$ cat src/rtl/mont_domain_conv.sv
// rtl/mont_domain_conv.sv - bit-serial normal <-> Montgomery domain converter
//
// Converts a K-bit operand into (dir=0: x*R mod M) or out of (dir=1: x*R^-1 mod M)
// the Montgomery domain, R = 2^K, using one modular doubling or halving per clock.
//
// Ports:
//   clk    rising-edge clock
//   reset  asynchronous, active-high reset
//   start  conversion request, sampled in IDLE or FIN, ignored while busy
//   dir    0 = into Montgomery domain, 1 = out of Montgomery domain (sampled with start)
//   x      K-bit operand, any value 0..2^K-1 (sampled with start)
//   z      result register, holds the last completed conversion, always < M
//   busy   high while a conversion is running
//   done   one-cycle pulse, z valid from this cycle on
module mont_domain_conv #(
    parameter int             K = 8,
    parameter logic [K-1:0]   M = 8'd239
) (
    input  logic         clk,
    input  logic         reset,
    input  logic         start,
    input  logic         dir,
    input  logic [K-1:0] x,
    output logic [K-1:0] z,
    output logic         busy,
    output logic         done
);

    localparam int             CW   = $clog2(K) + 1;
    localparam logic [CW-1:0]  LAST = CW'(K - 1);

    typedef enum logic [1:0] {
        IDLE = 2'd0,
        RUN  = 2'd1,
        FIN  = 2'd2
    } state_t;

    state_t        state;
    logic [K-1:0]  acc;
    logic [CW-1:0] cnt;
    logic          dir_q;

    logic [K:0]    m_ext;
    logic [K:0]    dbl_t;
    logic [K:0]    dbl_r;
    logic [K:0]    hlv_t;
    logic [K-1:0]  step_next;
    logic [K-1:0]  load_val;

    // Step arithmetic is carried in K+1 bits: acc < M < 2^K, so 2*acc and
    // acc+M both fit without overflow, and one subtract keeps acc < M.
    always_comb begin
        m_ext     = {1'b0, M};
        dbl_t     = {acc, 1'b0};
        dbl_r     = (dbl_t >= m_ext) ? (dbl_t - m_ext) : dbl_t;
        // Adding the odd modulus to an odd acc makes the sum even, so the
        // shift is an exact division by two modulo M.
        hlv_t     = acc[0] ? ({1'b0, acc} + m_ext) : {1'b0, acc};
        step_next = dir_q ? K'(hlv_t >> 1) : K'(dbl_r);
        // M > 2^(K-1), so a single subtract fully reduces any K-bit input.
        load_val  = (x >= M) ? (x - M) : x;
    end

    always_ff @(posedge clk or posedge reset) begin
        if (reset) begin
            state <= IDLE;
            acc   <= '0;
            cnt   <= '0;
            dir_q <= 1'b0;
            z     <= '0;
        end else begin
            case (state)
                IDLE, FIN: begin
                    // FIN accepts a new request directly so conversions can
                    // run back-to-back without an idle cycle.
                    if (start) begin
                        acc   <= load_val;
                        dir_q <= dir;
                        cnt   <= '0;
                        state <= RUN;
                    end else begin
                        state <= IDLE;
                    end
                end
                RUN: begin
                    acc <= step_next;
                    cnt <= cnt + 1'b1;
                    if (cnt == LAST) begin
                        z     <= step_next;
                        state <= FIN;
                    end
                end
                default: state <= IDLE;
            endcase
        end
    end

    assign busy = (state == RUN);
    assign done = (state == FIN);

endmodule

$ cat config.mk
export PLATFORM = sky130hd
export DESIGN_NAME = mont_domain_conv
export DESIGN_NICKNAME = d
export VERILOG_FILES = /design/src/rtl/mont_domain_conv.sv
export SDC_FILE = /design/constraint.sdc
export NUM_CORES = 1
export LEC_CHECK = 0
export BUFFER_PORTS_ARGS = -buffer_cell sky130_fd_sc_hd__buf_2
export CELL_PAD_IN_SITES_DETAIL_PLACEMENT = 1
export CELL_PAD_IN_SITES_GLOBAL_PLACEMENT = 1
export CORE_MARGIN = 3
export CORE_UTILIZATION = 45
export DETAILED_ROUTE_END_ITERATION = 12
export MAX_ROUTING_LAYER = met4
export PLACE_DENSITY_LB_ADDON = 0.1
export SLEW_MARGIN = 20
export SYNTH_ARGS = -nofsm -noshare
export SYNTH_HDL_FRONTEND = slang
export SYNTH_SLANG_ARGS = --single-unit
$ cat constraint.sdc
create_clock -name clk -period 3.6 [get_ports clk]
set_input_delay 0 -clock clk [delete_from_list [all_inputs] [get_ports clk]]
set_output_delay 0 -clock clk [all_outputs]
set_load 0.01 [all_outputs]
; Word level (Yosys, flattened, before mapping)
; Cells that the tools add are included.
[word_totals]
reg_bits = 23
in_bits = 12
word_cells = 33
[classes]
addsub = 4
magnitude_cmp = 2
eq_ne = 5
n_mux = 11
reduce_logical = 6
[op_table]
columns = cell, count
row1 = 2-to-1 mux 8 bit, 4
row2 = one-hot mux 8 bit (2 select lines), 1
row3 = subtractor 8 bit (second input constant), 2
row4 = adder 8 x 8 -> 9 bit (second input constant), 1
row5 = >= comparator 9 x 8 -> 1 bit (second input constant), 1
row6 = 2-to-1 mux 9 bit, 1
row7 = >= comparator 8 bit (second input constant), 1
row8 = one-hot mux 4 bit (2 select lines), 1
row9 = AND reduction 2 bit, 3
row10 = adder 4 x 1 -> 4 bit (second input constant), 1
row11 = == test 4 x 3 -> 1 bit (second input constant), 1
row12 = 2-to-1 mux 4 bit, 1
row13 = one-hot mux 2 bit (2 select lines), 1
row14 = == test 2 x 1 -> 1 bit (second input constant), 1
row15 = == test 2 bit (second input constant), 1
row16 = zero test 2 bit, 1
row17 = 2-to-1 mux 2 bit, 1
row18 = inequality test 2 x 1 -> 1 bit (second input constant), 1
row19 = inequality test 2 bit (second input constant), 1
row20 = nonzero test 2 bit, 1
row21 = OR reduction 2 bit, 1
row22 = 2-to-1 mux 1 bit, 1

; Logic depth before layout (Yosys ltp)
; Gate-level depths: netlist of run 1.
[logic_depth]
ltp_word = 4
mapped_depth = 7
ltp_nobuf = 6

; Least setup slack after synthesis of run 1
; No wires, ideal clock.
[synth_path]
path_type = reg2reg
start = reg acc[3]
end = reg acc[6]
t_arrival_ns = 1.796
path_slack_ns = 1.709
stages_incl_launch_ff = 8
synth_period_minus_slack_ns = 1.891
cell_sequence = dfrtp_1 clkbuf_1 inv_1 ha_1 or4b_4 nor3_2 and3b_1 o31ai_1
[synth_between]
elab_chain_len = 4
elab_cells_between_ends = 7
[synth_lines]
columns = item, line_no
row1 = from (decl), 39  ; logic [K-1:0] acc;
row2 = from (signal assigned), 77  ; acc <= load_val;
row3 = from (signal assigned), 86  ; acc <= step_next;
row4 = "subtractor 8 bit, or another cell as far along", 55  ; dbl_r = (dbl_t >= m_ext) ? (dbl_t - m_ext) : dbl_t;
row5 = 2-to-1 mux 8 bit / 2-to-1 mux 9 bit (equally long branches), "55, 58"
row6 = 2-to-1 mux 8 bit *, 59  ; step_next = dir_q ? K'(hlv_t >> 1) : K'(dbl_r);
row7 = one-hot mux 8 bit (2 select lines) *, 72  ; case (state)
; Every way passes the cells marked *; elsewhere a longest branch is shown, timed or not.
; A chain may end at the register's enable or synchronous reset.

; Worst setup path in the final report of run 1
[layout_path]
start = reg acc[4]
end = reg z[4]
[layout_between]
elab_chain_len = 3
elab_cells_between_ends = 5
[layout_lines]
columns = item, line_no
row1 = adder 8 x 8 -> 9 bit / >= comparator 9 x 8 -> 1 bit (equally long branches), "58, 55"
row2 = 2-to-1 mux 9 bit / 2-to-1 mux 8 bit (equally long branches), "58, 55"
row3 = 2-to-1 mux 8 bit *, 59
row4 = to (signal assigned), 89  ; z <= step_next;
row5 = to (decl), 24  ; output logic [K-1:0] z,
; Marked as above.

==> metrics.txt, run 1 <==
io pins=22; Worst R2R End=z[4]$_DFFE_PP0P_; Starting Density=between 40% and 50%; skew final=~15 ps; setup ws final=between 1500 and 2000 ps; Post-synth ARST share=100.0%; clk_lat worst skew=approximately 330 ps; Final Cycle Share=58.09%; most frequent cell after synthesis=nand2_1; crit-path max cell delay=around 550 ps; Max-slew headroom=41.54%; leading area contributor after synthesis=dfrtp_1; Design Area, Final=0.001499 mm2; pins over their slew limit=0; Placer Congestion=around 0.79; syn_area_per_cell=8.952 um2; Worst R2R Start=acc[4]$_DFFE_PP0P_; fillers=roughly 340; pwr/cell area=~890 mW/mm2; top cells by count, synth=24 x nand2_1, 23 x dfrtp_1, 16 x o21ai_0; crit-path max FO=11; Remaining DRCs=0; crit path time final=approximately 2100 ps; CTS root buffer=clkbuf_4; EDFF count, synth=0; setup total negative slack=0 ps; pin count of the biggest net entering global routing=24; clock sink total=23; dpl ws=~1600 ps; Final ANT Viol Nets=0; placed instance area=0.001429 mm2; Critical Path End=z[4]$_DFFE_PP0P_; Levels on crit path=4; Slowest cell on crit path=dfrtp_1; CP required=~3900 ps; post-synthesis sequential area ratio=43.15%; R2R depth=4; Yosys warnings=0; total track usage=22.39%; number of buffers inserted by port buffering=21; Iteration-0 DRC Markers=54; worst vdd ir=0.5446 mV; number of CTS-inserted buffers=3; Post-Route WL=roughly 3500 um; leakage=0.0006915 uW; clock tree buffer depth=2; category of the most critical setup path=reg -> reg; hold_sp=x[5]; Setup Fix Bufs, Post-CTS=0; Buf/Inv on CP=0; Antenna diodes=0; Reg clk slew, reported paths=around 150 ps; Post-DP HPWL=~2600 um; max frequency=roughly 0.48 GHz; initial antenna violation count=0; Die W=roughly 60 um; result of the run=finished, final reports clean; Top FF cell, synth=dfrtp_1; sequence of cells on the critical path=ha_1 > or4b_4 > a32oi_1 > mux2_2; first-pass GRT wire length=just under 6000 um; Worst EP arrival=2370 ps; die area=~0.0037 mm2; flop2flop setup slack=about 1500 ps; top cell family by delay on the critical path=flip-flops; Synth area leaders=dfrtp_1 43%, nand2_1 6.8%, o21ai_0 6.0%; endpoint type of the worst setup path=flip-flop; total number of vias=between 1000 and 1500; vias in the first global route=1206; syn_nets=~170; TritonCTS clock tree=built; area grow syn2layout=12.38%; Core Area=roughly 0.0028 mm2; H-tree Lvls=1; # setup viols final=0; Synth Register Bits=23; Vias/cell=6.106; Overflow after GRT=0; Worst Hold Class=in -> reg; NumNets Final=between 150 and 200; max_cap viols=0; Post-Synthesis Cells=around 150; end-of-flow core utilization=between 50% and 60%; RSZ-0062 raised after global routing=false; multi-input gate area in the final layout=~680 um2; Mapped Area=0.001334 mm2; critical path startpoint=acc[4]$_DFFE_PP0P_; drt wl/cell=17.69 um; crit path launch type=flip-flop; iteration count of the initial detailed-routing pass=4; total power=1328 uW; area taken by flip-flops and latches=575.6 um2; post-synth top area share=between 40% and 50%; # rows=19; share of cells above drive strength 1=about 18%; Yosys cell types=39; worst slew pin tran=875.9 ps; Hold Violations, Final=0; Die Ht=slightly above 60 um
[cells in the final DEF (no fill, tap or decap), types with 2 or more instances in the layout]
cell type / n
a211oi_1: 2
a21oi_1: 4
a31oi_1: 2
a32oi_1: 3
and3_1: 4
and3b_1: 2
buf_2: 21
clkbuf_4: 3
dfrtp_1: 23
dlygate4sd3_1: 4
ha_1: 4
inv_1: 7
mux2i_1: 3
nand2_1: 24
nand2b_1: 2
nand3_1: 3
nand4_1: 4
nor2_1: 9
nor2b_1: 2
o21ai_0: 16
o221ai_1: 3
o31ai_1: 3
xnor2_1: 3
[worst min path at each step]
| stage | cells after the start | end | slack (ps) |
|---|---|---|---|
| global placement | 3 | dir_q$_DFFE_PP0P_ | 200 |
| finish | 3 | acc[5]$_DFFE_PP0P_ | 20 |
| detailed placement | 3 | dir_q$_DFFE_PP0P_ | 210 |
| floorplan | 1 | acc[0]$_DFFE_PP0P_ | 2 |
| global route | 3 | acc[5]$_DFFE_PP0P_ | 40 |
| CTS | 3 | acc[5]$_DFFE_PP0P_ | 10 |
[worst reg2reg max path: stages (launching register included)]
cell and delay (ps):
dfrtp_1 550, ha_1 300, or4b_4 540, a32oi_1 430
mux2_2 240
[sequential cells by signal, indices dropped and copies added (netlist names)]
register  flops
dir_q         1
state         2
acc           8
cnt           4
z             8
[metrics by stage]
step,instances,hold WS (ps)
2_1_floorplan,149,1.924
3_3_place_gp,191,195.8
3_5_place_dp,191,207.3
4_1_cts,199,13.32
5_1_grt,199,42.14
6_report,199,18.63
[per-layer routing]
layer | routed length (um) | up-vias | GRT usage (%)
li1 | - | 576 | -
met4 | 75 | 0 | 9.288
met5 | 0 | - | -
met1 | 1608 | 609 | 28.80
met2 | 1747 | 24 | 36.27
met3 | 88 | 6 | 2.128
[power breakdown]
group | internal (uW) | switching, uW | total [uW]
logic | 278 | 350 | 628
registers | 388 | 183 | 571
clock network | 42.5 | 86.4 | 129
[kinds of logic after synthesis]
family,after synthesis,synth area share (%)
xor+xnor,4,2.627
flops,23,43.15
mux,4,3.096
buf+inv,17,5.628
simple gates,57,21.76
fa+ha+maj,4,3.752
compound gates,40,19.98
[layout make-up]
| type | instances | share of cell area, % |
|---|---|---|
| Inverter | 7 | 1.753 |
| Clock inverter | 1 | 0.5008 |
| Timing Repair Buffer | 25 | 9.683 |
| Tap cell | 31 | 2.588 |
| Clock buffer | 3 | 1.503 |
| Sequential cell | 23 | 38.40 |
| Multi-Input combinational cell | 109 | 45.58 |
[what timing repair did]
item                      in CTS  in global routing
hold endpoints to repair      26                  0
hold buffers                   4                  0
gates resized for setup        0                  0
(Power assumes the default switching activity.)
==> inputs of run 2 (changes only) <==
CORE_UTILIZATION = 41   (was 45)
clock period = 2.1 ns   (was 3.6 ns; I/O delays follow)
==> run 2 against run 1 <==
  * Non-clock buffer count rose by 8
  * Critical endpoint is now acc[6]$_DFFE_PP0P_
  * Die area rose by 8.8%
  * Combinational power is 94% higher
  * Clock skew decreased by 15 ps
  * Critical path type unchanged
  * Cell area increased by 5.1%
  * Largest cell class unchanged
  * Core utilization decreased by 2.7 points
  * Maximum frequency increased by 9.8%
  * Clock power up 60%
  * Largest power group unchanged
==> metrics.txt, run 2 (same netlist as run 1, synthesis figures left out) <==
result of the run=finished, final reports clean; clock sink total=23 (unchanged); clock tree buffer depth=2 (unchanged); skew final=0.6076 ps (-14.60 ps); Vias/cell=5.423 (-11%); worst slew pin tran=888.3 ps (+12.43 ps); crit-path max FO=9 (-2); Worst Hold Class=in -> reg; placed instance area=0.001498 mm2 (+4.8%); initial antenna violation count=0 (unchanged); pins over their slew limit=0 (unchanged); Top Metal Used=met4; Iteration-0 DRC Markers=29 (-46%); Core Area=0.003078 mm2 (+11%); iteration count of the initial detailed-routing pass=4 (unchanged); met1 WL=1655 um (+2.9%); Worst EP arrival=2130 ps (-240 ps); Post-Route WL=3435 um (-2.4%); total track usage=19.81% (-2.6 points); flop2flop setup slack=200 ps (-1310 ps); Final Cycle Share=90.69% (+33 points); Remaining DRCs=0 (unchanged); hold path depth=3 (unchanged); max frequency=0.5251 GHz (+9.8%); die area=0.003973 mm2 (+8.8%); Hold Violations, Final=0 (unchanged); leakage=0.0007300 uW (+5.6%); Worst R2R Start=acc[3]$_DFFE_PP0P_; hold_sp=x[3]; clk_lat worst skew=310 ps (-20 ps); Max-slew headroom=40.71% (-0.83 points); RSZ-0062 raised after global routing=false; crit path launch type=flip-flop; H-tree Lvls=1 (unchanged); setup total negative slack=0 ps (unchanged); drt wl/cell=15.61 um (-12%); most common cell after layout, fill and taps aside=nand2_1; Die W=63.04 um (+4.3%); first-pass GRT wire length=6009 um (+3.3%); area grow syn2layout=18.11%; CP required=2330 ps (-1550 ps); share of cells above drive strength 1=21.02% (+3.2 points); fillers=369 (+8.8%); Final ANT Viol Nets=0 (unchanged); setup ws final=195.5 ps (-1313 ps); R2R depth=5 (+1); category of the most critical setup path=reg -> reg; # rows=20 (+1); Starting Density=43.33% (-4.6 points); met3 wire length=121 um (+38%); dpl ws=157.9 ps (-1410 ps); leading registers by flop count=acc (8), z (8), cnt (4); CTS root buffer=clkbuf_4; Placer Congestion=0.8515 (+7.6%); Antenna diodes=0 (unchanged); vias in the first global route=1227 (+1.7%); NumNets Final=193 (+4.3%); WL met2=1627 um (-6.9%); crit path time final=1905 ps (-186.6 ps); worst vdd ir=0.6478 mV (+19%); number of buffers inserted by port buffering=21 (unchanged); Design Area, Final=0.001575 mm2 (+5.1%); io pins=22 (unchanged); number of CTS-inserted buffers=3 (unchanged); Overflow after GRT=0 (unchanged); pwr/cell area=1487 mW/mm2 (+68%); endpoint type of the worst setup path=flip-flop; Post-DP HPWL=2705 um (+2.7%); pin count of the biggest net entering global routing=24 (unchanged); # setup viols final=0 (unchanged); most frequent cells in the layout=24 x nand2_1, 22 x dfrtp_1, 21 x buf_2; Die Ht=63.04 um (+4.3%); Reg clk slew, reported paths=120 ps (-30 ps); Setup Fix Bufs, Post-CTS=0 (unchanged); total number of vias=1193 (-1.8%); Worst Hold End=acc[3]$_DFFE_PP0P_; TritonCTS clock tree=built; max_cap viols=0 (unchanged); Worst R2R End=acc[6]$_DFFE_PP0P_
## run 2: cell types whose count changed in the layout (fill, tap and decap cells not counted), sizes merged
cell / previous run / this run
buf: 21 / 28
clkbuf: 3 / 4
clkinvlp: 1 / 0
dlygate4sd3: 4 / 5
## run 2: layout make-up
class | count | area [um2] | share of cell area, %
clock buffers | 4 | 26.28 | 1.668
inverters | 7 | 26.28 | 1.668
well taps | 44 | 55.05 | 3.495
flip-flops and latches | 23 | 576.8 | 36.62
repair buffers | 33 | 207.7 | 13.19
multi-input cells | 109 | 683.2 | 43.37
## run 2: through the flow
stage | power, uW | utilization (%) | hold WS, ps | cells
finish | 2342 | 51.18 | 60.29 | 220
global route | 2580 | 51.18 | 61.64 | 220
CTS | 2359 | 51.14 | 69.44 | 220
detailed placement | 2145 | 48.66 | 219.0 | 211
global placement | 2081 | 48.66 | 204.5 | 211
floorplan | 1723 | - | 1.924 | 149
## run 2: worst max path at each step
stage / startpoint / endpoint / cells after the start
detailed placement: acc[3]$_DFFE_PP0P_ / acc[6]$_DFFE_PP0P_ / 6
CTS: acc[3]$_DFFE_PP0P_ / acc[6]$_DFFE_PP0P_ / 6
global placement: acc[3]$_DFFE_PP0P_ / z[6]$_DFFE_PP0P_ / 6
global route: acc[3]$_DFFE_PP0P_ / acc[6]$_DFFE_PP0P_ / 6
finish: acc[3]$_DFFE_PP0P_ / acc[6]$_DFFE_PP0P_ / 5
floorplan: acc[3]$_DFFE_PP0P_ / acc[6]$_DFFE_PP0P_ / 7
## run 2: worst max-delay path: stages, from the launching register on
cell	delay, ps
dfrtp_2	480
ha_1	260
or4b_4	540
nor3_2	100
and3b_1	200
o31ai_1	230
## run 2: where the power goes
part / switching (uW) / leakage, uW / internal, uW
clock: 132 / 0.0000150 / 74.3
combinational: 667 / 0.000440 / 549
sequential: 250 / 0.000275 / 670
total: 1050 / 0.000730 / 1290
## run 2: layer usage
| metal | global-route usage, % | vias to the layer above |
|---|---|---|
| met5 | - | - |
| met4 | 4.408 | 0 |
| met3 | 4.317 | 4 |
| met2 | 32.94 | 25 |
| met1 | 24.58 | 567 |
| li1 | - | 597 |
## run 2: repair_timing
item	4_1_cts	5_1_grt
hold buffers	5	0
endpoints found under the hold margin	27	0
resized for setup	0	1
endpoints found under the setup margin	0	2
==> inputs of run 3 (changes only) <==
PLACE_DENSITY = 0.87   (was default)
PLACE_DENSITY_LB_ADDON = default   (was 0.1)
==> run 3 against run 2 <==
  * Power decreased by 0.15%
  * Clock power increased by 4%
  * Global-route usage increased by 0.17 points
  * Cell area decreased by 0.40%
  * Critical endpoint unchanged
  * Highest routed layer unchanged
==> metrics.txt, run 3 (same netlist as run 1, synthesis figures left out) <==
leakage=0.0007279 uW (-0.28%); area grow syn2layout=17.64%; placed instance area=0.001490 mm2 (-0.50%); Hold Violations, Final=0 (unchanged); Worst EP arrival=2140 ps (about the same); Placer Congestion=0.8332 (-2.1%); Setup Fix Bufs, Post-CTS=0 (unchanged); max_cap viols=0 (unchanged); vias in the first global route=1301 (+6.0%); CP required=2340 ps (about the same); crit path launch type=flip-flop; Cells after DPL=210 (-0.47%); Die W=63.04 um (unchanged); H-tree Lvls=1 (unchanged); Die Ht=63.04 um (unchanged); NumNets Final=192 (-0.52%); crit path time final=1895 ps (-9.385 ps); Remaining DRCs=0 (unchanged); clock tree buffer depth=2 (unchanged); number of buffers inserted by port buffering=21 (unchanged); Iteration-0 DRC Markers=54 (+86%); TritonCTS clock tree=built; Design Area, Final=0.001569 mm2 (-0.40%); pin count of the biggest net entering global routing=24 (unchanged); Reg clk slew, reported paths=130 ps (about the same); # setup viols final=0 (unchanged); first-pass GRT wire length=6182 um (+2.9%); initial antenna violation count=0 (unchanged); result of the run=finished, final reports clean; CTS root buffer=clkbuf_4; Max-slew headroom=43.23% (+2.5 points); pwr/cell area=1490 mW/mm2 (+0.25%); pins over their slew limit=0 (unchanged); Vias/cell=5.667 (+4.5%); clock sink total=23 (unchanged); Post-Route WL=3526 um (+2.6%); share of cells above drive strength 1=21.14% (+0.12 points); worst vdd ir=0.5550 mV (-14%); # rows=20 (unchanged); Post-DP HPWL=2735 um (+1.1%); Starting Density=43.33% (unchanged); iteration count of the initial detailed-routing pass=4 (unchanged); crit-path max FO=9 (unchanged); endpoint type of the worst setup path=flip-flop; skew final=9.149 ps (+8.541 ps); Antenna diodes=0 (unchanged); total number of vias=1241 (+4.0%); drt wl/cell=16.10 um (+3.1%); Worst Hold Class=in -> reg; most frequent cells in the layout=24 x nand2_1, 22 x dfrtp_1, 21 x buf_2; RSZ-0062 raised after global routing=false; io pins=22 (unchanged); total track usage=19.98% (+0.17 points); Cell Count, Final, Fillers Out=219 (-0.45%); clk_lat worst skew=330 ps (+20 ps); Final Cycle Share=90.24% (-0.45 points); Final ANT Viol Nets=0 (unchanged); setup total negative slack=0 ps (unchanged); number of CTS-inserted buffers=3 (unchanged); most common cell after layout, fill and taps aside=nand2_1; die area=0.003973 mm2 (unchanged); Core Area=0.003078 mm2 (unchanged); Overflow after GRT=0 (unchanged); max frequency=0.5277 GHz (+0.50%); leading registers by flop count=acc (8), z (8), cnt (4); category of the most critical setup path=reg -> reg; worst slew pin tran=850.7 ps (-37.64 ps)
==> run 3: routing by layer <==
metal  GRT usage, %  vias up  routed length, um
met5              -        -                  0
met4          6.887        0                 53
met3          1.978        4                 92
met2          36.10       26               1827
met1          22.82      618               1552
li1               -      593                  -
==> run 3: critical path, cell delays in order, from the launching register on <==
cell,delay (ps)
dfrtp_2,490
ha_1,260
or4b_4,540
nor3_2,100
and3b_1,200
o31ai_1,220
==> run 3: area by class of cell <==
cell class / count / area, um2
Fill cell: 386 / 1509
Sequential cell: 23 / 576.8
Clock inverter: 1 / 5.005
Clock buffer: 3 / 22.52
Multi-Input combinational cell: 109 / 683.2
Inverter: 7 / 26.28
Tap cell: 44 / 55.05
Timing Repair Buffer: 32 / 200.2
==> run 3: power breakdown <==
group	internal [uW]	switching (uW)	total (uW)
Clock	71.6	144	216
Sequential	669	277	946
Combinational	536	641	1180
==> run 3: repair_timing <==
action,in CTS,in global routing
endpoints found under the hold margin,27,0
resized for setup,0,1
hold buffers,5,0
endpoints found under the setup margin,0,2
==> run 3: worst paths after layout <==
check,end,start,slack (ps),cells after the start
min in group asynchronous,z[0]$_DFFE_PP0P_,reset,370,3
max in group asynchronous,acc[3]$_DFFE_PP0P_,reset,1150,3
setup reg to reg,acc[6]$_DFFE_PP0P_,acc[3]$_DFFE_PP0P_,200,5
setup / recovery,acc[6]$_DFFE_PP0P_,acc[3]$_DFFE_PP0P_,200,5
hold / removal,acc[1]$_DFFE_PP0P_,x[1],60,3
hold reg to reg,z[7]$_DFFE_PP0P_,z[7]$_DFFE_PP0P_,490,2
==> run 3: stage by stage <==
step	hold WS, ps	utilization, %	total power, uW	worst slack (ps)
2_1_floorplan	1.924	-	1723	209.0
3_3_place_gp	198.1	48.41	2031	262.8
3_5_place_dp	217.2	48.41	2122	169.4
4_1_cts	54.89	50.93	2348	133.0
5_1_grt	49.21	50.98	2565	88.38
6_report	57.56	50.98	2339	204.9
